===== src/rtl/ekf_pkg.sv =====
// Shared stage codes, widths and FSM state set for the EKF-SLAM epoch sequencer.
package ekf_pkg;

    localparam int RSA_DW  = 32;
    localparam int ROW_LEN = 10;

    typedef enum logic [2:0] {
        STG_IDLE  = 3'd0,
        STG_PRD   = 3'd1,
        STG_NEW   = 3'd2,
        STG_UPD   = 3'd3,
        STG_ASSOC = 3'd4
    } stage_e;

    typedef enum logic [3:0] {
        S_IDLE,
        S_PRD_ISS,
        S_PRD_WAIT,
        S_OBS_WAIT,
        S_ASC_ISS,
        S_ASC_WAIT,
        S_NEW_ISS,
        S_UPD_ISS,
        S_MAP_WAIT,
        S_NEXT,
        S_ERR
    } state_e;

    function automatic logic is_iss(input state_e s);
        return (s == S_PRD_ISS) || (s == S_ASC_ISS) || (s == S_NEW_ISS) || (s == S_UPD_ISS);
    endfunction

    // NEW and UPD both complete through the shared map-wait state.
    function automatic state_e wait_of(input state_e s);
        case (s)
            S_PRD_ISS: return S_PRD_WAIT;
            S_ASC_ISS: return S_ASC_WAIT;
            default:   return S_MAP_WAIT;
        endcase
    endfunction

    function automatic logic [7:0] sat_inc8(input logic [7:0] v);
        return (v == 8'hFF) ? v : v + 8'd1;
    endfunction

endpackage


===== src/rtl/ekf_stage_scheduler.sv =====
// Sequences the EKF-SLAM core through one filter epoch: PRD per odometry sample,
// then ASSOC per observation followed by NEW or UPD, with a stage_rdy watchdog.
//
// state      | meaning
// S_IDLE     | waiting for odometry (odom_ready=1)
// S_PRD_ISS  | stage_val=PRD for STAGE_HOLD cycles
// S_PRD_WAIT | waiting for stage_rdy==PRD
// S_OBS_WAIT | waiting for an observation (obs_ready=1)
// S_ASC_ISS  | stage_val=ASSOC for STAGE_HOLD cycles
// S_ASC_WAIT | waiting for stage_rdy==ASSOC and its result
// S_NEW_ISS  | stage_val=NEW, l_k=landmark_num
// S_UPD_ISS  | stage_val=UPD, l_k=assoc_idx
// S_MAP_WAIT | waiting for stage_rdy==NEW/UPD
// S_NEXT     | end of observation: next obs or end of epoch
// S_ERR      | watchdog expired, absorbing until sys_rst
module ekf_stage_scheduler
    import ekf_pkg::*;
#(
    parameter int MAX_LM     = 16,
    parameter int STAGE_HOLD = 2,
    parameter int TIMEOUT    = 4096
) (
    input  logic               clk,
    input  logic               sys_rst,
    input  logic               odom_valid,
    output logic               odom_ready,
    input  logic [RSA_DW-1:0]  odom_vlr,
    input  logic [RSA_DW-1:0]  odom_alpha,
    input  logic               odom_no_obs,
    input  logic               obs_valid,
    output logic               obs_ready,
    input  logic [RSA_DW-1:0]  obs_rk,
    input  logic [RSA_DW-1:0]  obs_phi,
    input  logic               obs_last,
    input  logic               assoc_is_new,
    input  logic [ROW_LEN-1:0] assoc_idx,
    output logic [2:0]         stage_val,
    input  logic [2:0]         stage_rdy,
    output logic [RSA_DW-1:0]  vlr,
    output logic [RSA_DW-1:0]  alpha,
    output logic [RSA_DW-1:0]  rk,
    output logic [RSA_DW-1:0]  phi,
    output logic [ROW_LEN-1:0] l_k,
    output logic [ROW_LEN-1:0] landmark_num,
    output logic               epoch_done,
    output logic               busy,
    output logic [7:0]         drop_cnt,
    output logic               err
);

    localparam logic [7:0]         HOLD_INIT = 8'(STAGE_HOLD - 1);
    localparam logic [15:0]        WD_INIT   = 16'(TIMEOUT - 1);
    localparam logic [ROW_LEN-1:0] LM_CAP    = ROW_LEN'(MAX_LM);

    state_e      state;
    stage_e      cur_code;
    logic        no_obs_q;
    logic        last_q;
    logic [7:0]  hold_cnt;
    logic [15:0] wd_cnt;

    // Readies and busy decode the state register only, so no input reaches them combinationally.
    assign odom_ready = (state == S_IDLE);
    assign obs_ready  = (state == S_OBS_WAIT);
    assign busy       = (state != S_IDLE) && (state != S_ERR);

    always_ff @(posedge clk) begin
        if (sys_rst) begin
            state        <= S_IDLE;
            cur_code     <= STG_IDLE;
            stage_val    <= STG_IDLE;
            no_obs_q     <= 1'b0;
            last_q       <= 1'b0;
            hold_cnt     <= '0;
            wd_cnt       <= '0;
            vlr          <= '0;
            alpha        <= '0;
            rk           <= '0;
            phi          <= '0;
            l_k          <= '0;
            landmark_num <= '0;
            epoch_done   <= 1'b0;
            drop_cnt     <= '0;
            err          <= 1'b0;
        end else begin
            epoch_done <= 1'b0;
            case (state)
                S_IDLE: begin
                    if (odom_valid) begin
                        vlr       <= odom_vlr;
                        alpha     <= odom_alpha;
                        no_obs_q  <= odom_no_obs;
                        state     <= S_PRD_ISS;
                        cur_code  <= STG_PRD;
                        stage_val <= STG_PRD;
                        hold_cnt  <= HOLD_INIT;
                        wd_cnt    <= WD_INIT;
                    end
                end

                S_OBS_WAIT: begin
                    if (obs_valid) begin
                        rk        <= obs_rk;
                        phi       <= obs_phi;
                        last_q    <= obs_last;
                        state     <= S_ASC_ISS;
                        cur_code  <= STG_ASSOC;
                        stage_val <= STG_ASSOC;
                        hold_cnt  <= HOLD_INIT;
                        wd_cnt    <= WD_INIT;
                    end
                end

                S_PRD_ISS, S_ASC_ISS, S_NEW_ISS, S_UPD_ISS,
                S_PRD_WAIT, S_ASC_WAIT, S_MAP_WAIT: begin
                    if (stage_rdy == cur_code) begin
                        // Completion wins over both the hold timer and the watchdog.
                        stage_val <= STG_IDLE;
                        hold_cnt  <= HOLD_INIT;
                        wd_cnt    <= WD_INIT;
                        case (cur_code)
                            STG_PRD: begin
                                if (no_obs_q) begin
                                    state      <= S_IDLE;
                                    epoch_done <= 1'b1;
                                end else begin
                                    state <= S_OBS_WAIT;
                                end
                            end
                            STG_ASSOC: begin
                                if (assoc_is_new && (landmark_num < LM_CAP)) begin
                                    l_k       <= landmark_num;
                                    state     <= S_NEW_ISS;
                                    cur_code  <= STG_NEW;
                                    stage_val <= STG_NEW;
                                end else if (assoc_is_new) begin
                                    drop_cnt <= sat_inc8(drop_cnt);
                                    state    <= S_NEXT;
                                end else begin
                                    l_k       <= assoc_idx;
                                    state     <= S_UPD_ISS;
                                    cur_code  <= STG_UPD;
                                    stage_val <= STG_UPD;
                                end
                            end
                            STG_NEW: begin
                                if (landmark_num < LM_CAP) begin
                                    landmark_num <= landmark_num + ROW_LEN'(1);
                                end
                                state <= S_NEXT;
                            end
                            default: state <= S_NEXT;
                        endcase
                    end else if (wd_cnt == 16'd0) begin
                        err       <= 1'b1;
                        stage_val <= STG_IDLE;
                        state     <= S_ERR;
                    end else if (is_iss(state) && (hold_cnt == 8'd0)) begin
                        stage_val <= STG_IDLE;
                        state     <= wait_of(state);
                        wd_cnt    <= WD_INIT;
                    end else begin
                        wd_cnt <= wd_cnt - 16'd1;
                        if (is_iss(state)) begin
                            hold_cnt <= hold_cnt - 8'd1;
                        end
                    end
                end

                S_NEXT: begin
                    if (last_q) begin
                        state      <= S_IDLE;
                        epoch_done <= 1'b1;
                    end else begin
                        state <= S_OBS_WAIT;
                    end
                end

                S_ERR: begin
                    stage_val <= STG_IDLE;
                end

                default: state <= S_IDLE;
            endcase
        end
    end

endmodule


===== config.mk =====
export PLATFORM = sky130hd
export DESIGN_NAME = ekf_stage_scheduler
export DESIGN_NICKNAME = d
export VERILOG_FILES = /design/src/rtl/ekf_pkg.sv /design/src/rtl/ekf_stage_scheduler.sv
export SDC_FILE = /design/constraint.sdc
export NUM_CORES = 1
export LEC_CHECK = 0
export BUFFER_PORTS_ARGS = -buffer_cell sky130_fd_sc_hd__clkbuf_2
export CAP_MARGIN = 25
export CORE_ASPECT_RATIO = 0.5
export CORE_MARGIN = 2
export CORE_UTILIZATION = 49
export DETAILED_ROUTE_END_ITERATION = 6
export HOLD_SLACK_MARGIN = 0.08
export MAX_ROUTING_LAYER = met4
export PLACE_DENSITY_LB_ADDON = 0.25
export SLEW_MARGIN = 20
export SYNTH_ARGS = -nofsm -noshare
export SYNTH_HDL_FRONTEND = slang
export SYNTH_SLANG_ARGS = --single-unit

===== constraint.sdc =====
create_clock -name clk -period 3.2 [get_ports clk]
set_input_delay 0 -clock clk [delete_from_list [all_inputs] [get_ports clk]]
set_output_delay 0 -clock clk [all_outputs]
set_load 0.005 [all_outputs]

==> Word-level counts from Yosys, hierarchy flattened <==
Cells that the tools add are included.
{ "classes": {"n_addsub": 4, "magnitude_cmp": 1, "n_eq_ne": 26, "mux": 46, "n_bitwise": 4, "n_reduce_logical": 24} }
{ "op_table": {"columns": ["cell", "n"], "rows": [
  ["$mux 16", 5],
  ["$mux 8", 6],
  ["$pmux 16 s3", 1],
  ["$mux 4", 7],
  ["$mux 3", 9],
  ["$pmux 8 s3", 1],
  ["$mux 10", 2],
  ["$pmux 4 s5", 1],
  ["$reduce_and 4->1", 5],
  ["$reduce_and 6->1", 3],
  ["$eq 4x3->1 const B", 4],
  ["$logic_not 16->1", 1],
  ["$pmux 4 s2", 2],
  ["$sub 16x1->16 const B", 1],
  ["$eq 4x4->1 const B", 3],
  ["$ne 3x3->1 const B", 4],
  ["$pmux 3 s4", 1],
  ["$add 10x1->10 const B", 1],
  ["$lt 10x5->1 const B", 1],
  ["$mux 2", 5],
  ["$pmux 3 s3", 1],
  ["$add 8x1->8 const B", 1],
  ["$eq 4x2->1 const B", 2],
  ["$eq 8x8->1 const B", 1],
  ["21 further kinds", 37]
]} }
{ "totals": {"ff_bits": 194, "inputBits": 148, "output_inout_bits": 164, "elab_cells": 121} }

==> Logic depth before layout (Yosys ltp) <==
{ "logic_depth": {"word_depth": 9, "ltp_mapped": 9, "ltp_nobuf": 8} }

==> Worst setup path after synthesis <==
OpenSTA, ideal clock, no wires.
{ "synth_path": {"path_kind": "flip-flop to flip-flop", "from": "register wd_cnt[0]", "to": "register wd_cnt[10]", "setup_time_ps": 115, "arrival_ps": 2180, "required_ps": 3085, "slack_ps": 906, "path_stages_with_launch": 10, "n_path_buf": 1, "period_less_slack_ps": 2294, "cell_sequence": "dfxtp_1 > inv_1 > ha_1 > or3b_2 > nor3_2 > nand3_1 > o21ai_2 > buf_2 > a21oi_1 > o21a_1"} }
{ "synth_via": {"elab_chain_cells": 5, "word_cells_on_any_way": 8, "cone_classes": "1 x add/sub; 1 x eq/ne; 4 x mux; 2 x reduce/logical"} }
{ "synth_rtl": {"columns": ["item", "line", "text"], "rows": [
  ["from (decl)", "ekf_stage_scheduler.sv:60", "logic [15:0] wd_cnt;"],
  ["from (signal assigned)", "ekf_stage_scheduler.sv:163", "wd_cnt <= wd_cnt - 16'd1;"],
  ["$sub 16x1->16", "ekf_stage_scheduler.sv:163", null],
  ["$mux 16", "ekf_stage_scheduler.sv:158", "end else if (is_iss(state) && (hold_cnt == 8'd0)) begin"],
  ["$mux 16", "ekf_stage_scheduler.sv:154", "end else if (wd_cnt == 16'd0) begin"],
  ["$mux 16", "ekf_stage_scheduler.sv:116", "if (stage_rdy == cur_code) begin"],
  ["$pmux 16 s3", "ekf_stage_scheduler.sv:87", "case (state)"]
]} }
Several ways; a longest one is shown, not always the timed one. The select of a mux whose other input is x is not followed.
A chain may end at the register's enable or synchronous reset.

==> Worst setup path in the final report <==
{ "layout_path": {"from": "register state[1]", "to": "register hold_cnt[6]"} }
{ "layout_via": {"elab_chain_cells": 7, "word_cells_on_any_way": 22, "cone_classes": "13 x eq/ne; 1 x mux; 8 x reduce/logical"} }
{ "layout_rtl": {"columns": ["item", "line", "text"], "rows": [
  ["from (decl)", "ekf_stage_scheduler.sv:55", "state_e state;"],
  ["from (signal assigned)", "ekf_stage_scheduler.sv:160", "state <= wait_of(state);"],
  ["$eq 4x1->1 / $eq 4x3->1 (equally long branches)", "ekf_pkg.sv:30, ekf_stage_scheduler.sv:87", null],
  ["$logic_or 1x1->1 (3 in series)", "ekf_pkg.sv:30", "return (s == S_PRD_ISS) || (s == S_ASC_ISS) || (s == S_NEW_ISS) || (s == S_UPD_ISS);"],
  ["$logic_and 1x1->1", "ekf_stage_scheduler.sv:158", null],
  ["$ne 3x3->1 (no source line)", null, null],
  ["$reduce_and 6->1 (no source line)", null, null],
  ["to (signal assigned)", "ekf_stage_scheduler.sv:165", "hold_cnt <= hold_cnt - 8'd1;"],
  ["to (decl)", "ekf_stage_scheduler.sv:59", "logic [7:0] hold_cnt;"]
]} }
Several ways; a longest one is shown, not always the timed one.

==> flow_results.org <==
** Die
- Number of I/O pins :: 312
- Die Outline Area :: 0.0172 sq mm
- Row cnt :: 32
- Y dimension of the die :: 93.8 microns
- Horizontal extent of the die :: 184 microns
- The core region is 0.0156 sq mm.
- For this configuration, the core starts out at a cell density of 0.507.

** Cells and area
- Summing all flip-flop and latch instances after layout gives 0.00388 sq mm.
- Most used cells in the layout excluding fill and tap cells :: clkbuf_2 (310), nand2_1 (286), dfxtp_1 (194), a21oi_1 (162), dlygate4sd3_1 (149)
- Final Net Count :: 1555
- Area of the multi-input gates :: 0.00372 sq mm
- Of the cells placed in the final design, the portion with a size suffix greater than 1 is 0.269.
- Relative area change from synthesis to final layout :: 47.9%
- Filler instances :: 1114
- Commonest non-fill, non-tap cell in the layout :: clkbuf_2

** Synth
- Flop and latch count out of synthesis :: 194
- The share of the Yosys chip area taken by registers is 0.492.
- Adder and majority gate portion of the synthesized area :: 0.00792
- Number of warnings issued by yosys :: 0
- Count of flip-flops with a built-in enable after synthesis :: 0
- Dominant combinational cell family by area after synthesis :: simple AND/OR/NAND/NOR gates
- Share of flip-flops with an asynchronous set or reset after synthesis :: 0
- Counting distinct cell types in the post-synthesis netlist gives 70.
- Of the total synthesized cell area, the portion taken by XOR and XNOR cells is 0.0188.
- The synthesized-area fraction occupied by ao, oa, aoi and oai cells is 0.185.
- Synthesis produced a netlist whose cell count is 978.
- The number of nets in the synthesized netlist is 1131.
- Synthesized cell area :: 0.00790 sq mm
- Measured against the total synthesized area, the mux share comes to 0.00887.
- Of the total synthesized cell area, the portion taken by AND, OR, NAND and NOR gates is 0.249.
- A synthesized cell averages 8.08 sq um.
- Main synth FF type :: dfxtp_1

** Detailed routing
- Total number of vias :: 8794
- For this run, design rule violations remaining after detail routing come to 0.
- The detailed router finished its first iteration with 641 violations.
- In the final routed layout, each cell accounts on average for 16.2 microns.
- For this run, the detailed router's first-pass iteration total came to 5.
- The final layout contains routed wiring with a total length of 26300 microns.
- Number of vias per cell after detailed routing :: 5.43
- In this run the remaining antenna-violating nets after routing total 0.

** Setup path
- Data on the critical path is required at its endpoint by 3.50 ns.
- Kind of start point of the critical path :: flip-flop
- Data on the critical path arrives at its endpoint at 3.07 ns.
- Kind of end point of the critical path :: flip-flop
- Along the worst path, the maximum fanout reaches 13.
- The slowest stage of the critical path is the o21ai_2 cell.
- The signal on the critical path passes through and2b_1 -> o21ba_2 -> o21ai_2 -> buf_4 -> o2111ai_2 -> o311ai_0 -> o41ai_1.
- On the worst path, the slowest cell contributes a delay of 0.56 ns.
- The worst setup path is of the reg2reg kind.

** Power and ir drop
- Part of the power in combinational logic :: 0.330
- Power spread over the standard cell area amounts to 676 mW/mm^2.
- Of the total power, the share spent switching nets is 0.357.
- Total internal power :: 5080 uW
- Summing internal, switching and leakage power gives 7900 uW.
- Clk pwr share :: 0.286
- IR drop worst, VDD :: 0.472 mV
- In this run the static leakage power is 0.00500 uW.
- Net switching power of the design :: 2820 uW
- Seq pwr share :: 0.384

** Clock network
- TritonCTS built the clock tree.
- The clock tree synthesis step divided the H-tree into 4 levels.
- The clock reaches the later pin of the worst-skew pair after 0.43 ns.
- Max clock buf depth :: 2
- Counting the buffers created by CTS gives 17.
- Number of instances resized during post-cts repair :: 0
- Clock transition at the register clock pins on the worst setup and hold paths after CTS :: 0.07 ns
- The clock drives 194 sinks.
- Post-CTS Repair Setup Buffers :: 0
- CTS Root Buffer Type :: clkbuf_16

** Run
- Maximum Capacitance Violations :: 0

** Global route
- In the global route stage, overall resource usage came out at 0.310.
- The number of antenna violations at the first check in global routing was 1.
- Entering global routing, the biggest net connects 122 pins.
- Overflow left after global routing :: 0
- Wire length of the first global-routing pass :: 41300 microns
- The via count of the first global-routing pass is 8285.

** STA
- In the finished design, the share of the clock period the worst path needs comes to 0.866.
- Total negative setup slack :: 0 ns
- The clock period could shrink to 2.77 ns.
- Setup violations remaining at the end of the flow were counted as 0.
- Maximum clock frequency :: 0.361 GHz
- Endpoints failing hold :: 0
- RSZ-0062 raised after global routing :: no
- For the final database, setup skew stands at 0.00753 ns.
- Final hold analysis gives a worst-case slack of 0.119 ns.
- For the pin with the worst max-slew slack, the measured transition is 0.944 ns.
- Pins over their slew limit :: 0
- Worst max-slew margin expressed relative to the limit :: 0.367

** Placed design
- Estimated wirelength of the detail-placed design :: 15600 microns
- Routability-driven placement finished with a final weighted congestion of 0.898.
- Number of buffers added on ports :: 311

** Min path
- The worst hold path belongs to the class in2reg.

** Status
- Run status :: complete, no violations
final timing paths:
path / startpoint / endpoint / slack (ns) / cells past startpoint
hold reg to reg: phi[22]$_SDFFE_PP0P_ / phi[22]$_SDFFE_PP0P_ / 0.45 / 2
setup reg to reg: state[1]$_SDFFE_PP0P_ / hold_cnt[6]$_SDFFE_PP0P_ / 0.43 / 7
hold / removal: assoc_is_new / drop_cnt[1]$_SDFFE_PP0P_ / 0.12 / 5
setup / recovery: state[1]$_SDFFE_PP0P_ / hold_cnt[6]$_SDFFE_PP0P_ / 0.43 / 7
critical path: cells and delay by family (launching register included):
family	cells	cell delay, ns
and+or+nand+nor	1	0.29
AOI/OAI and AO/OA	5	1.52
DFF	1	0.55
buffers and inverters	1	0.27
stage by stage:
| stage | setup slack, ns | cell area (sq um) | utilization | instances |
|---|---|---|---|---|
| 2_1_floorplan | 0.906 | 7900 | - | 978 |
| 3_3_place_gp | 0.701 | 9560 | 0.614 | 1438 |
| 3_5_place_dp | 0.529 | 9560 | 0.614 | 1438 |
| 4_1_cts | 0.473 | 11700 | 0.750 | 1619 |
| 5_1_grt | 0.293 | 11700 | 0.750 | 1620 |
| 6_report | 0.430 | 11700 | 0.750 | 1621 |
timing repair:
action	4_1_cts	5_1_grt
hold buffers	149	0
endpoints found under the hold margin	141	0
endpoints found under the setup margin	0	0
sequential cells by signal, indices dropped and copies added (netlist names):
signal and count:
alpha 32, phi 32, rk 32, vlr 32, wd_cnt 16, l_k 10
landmark_num 10, drop_cnt 8, hold_cnt 8, state 4, cur_code 3, stage_val 3
epoch_done 1, err 1, last_q 1, no_obs_q 1
per-layer routing:
metal	GRT usage	up-vias	wire, microns
li1	-	4169	-
met1	0.345	4111	10200
met2	0.528	407	13200
met3	0.0709	107	1570
met4	0.160	0	1380
met5	-	-	0
cell type report:
| type | count | area share |
|---|---|---|
| Inverter | 8 | 0.00257 |
| Clock buffer | 18 | 0.0367 |
| Clock inverter | 14 | 0.0171 |
| Sequential cell | 194 | 0.332 |
| Multi-Input combinational cell | 710 | 0.318 |
| Tap cell | 204 | 0.0218 |
| Antenna cell | 2 | 0.000428 |
| Timing Repair Buffer | 471 | 0.271 |
cells in the mapped netlist (3+ instances only):
master    number  area [sq um]
nor2_1        50           188
nand4_1        3          18.8
and3_1         4          25.0
and2_1         7          43.8
dfxtp_1      194          3880
clkbuf_1      49           184
o21a_1        10          75.1
ha_1           5          62.6
nand3b_1       5          37.5
nor3_1        18          90.1
nor2b_1        9          56.3
nand3_1       17          85.1
or3_1          5          31.3
o31ai_1        3          22.5
inv_1          8          30.0
xnor2_1        6          52.6
mux2i_1        7          70.1
buf_2         12          60.1
or4_1          6          45.0
nand2_1      288          1080
buf_1          3          11.3
o21ai_1        3          15.0
a31oi_1        8          50.1
a21oi_1      162           811
o21ai_0       11          55.1
nand2b_1       9          56.3
a211oi_1       8          60.1
a41oi_1        4          35.0
xor2_1        11          96.3
cell families after synthesis:
logic type | count (synthesis)
AOI/OAI and AO/OA | 241
xor gates and xnor gates | 17
adders and majority gates | 5
buffers and inverters | 74
DFF | 194
muxes | 7
and+or+nand+nor | 440
power groups by stage:
stage	Combinational, uW	Sequential (uW)	Clock, uW
floorplan	1740	3010	0
global placement	2330	3050	0
detailed placement	2390	3080	0
CTS	2550	3020	2300
global route	2840	3080	2390
finish	2600	3040	2260
Power figures use the tool's default switching activity.
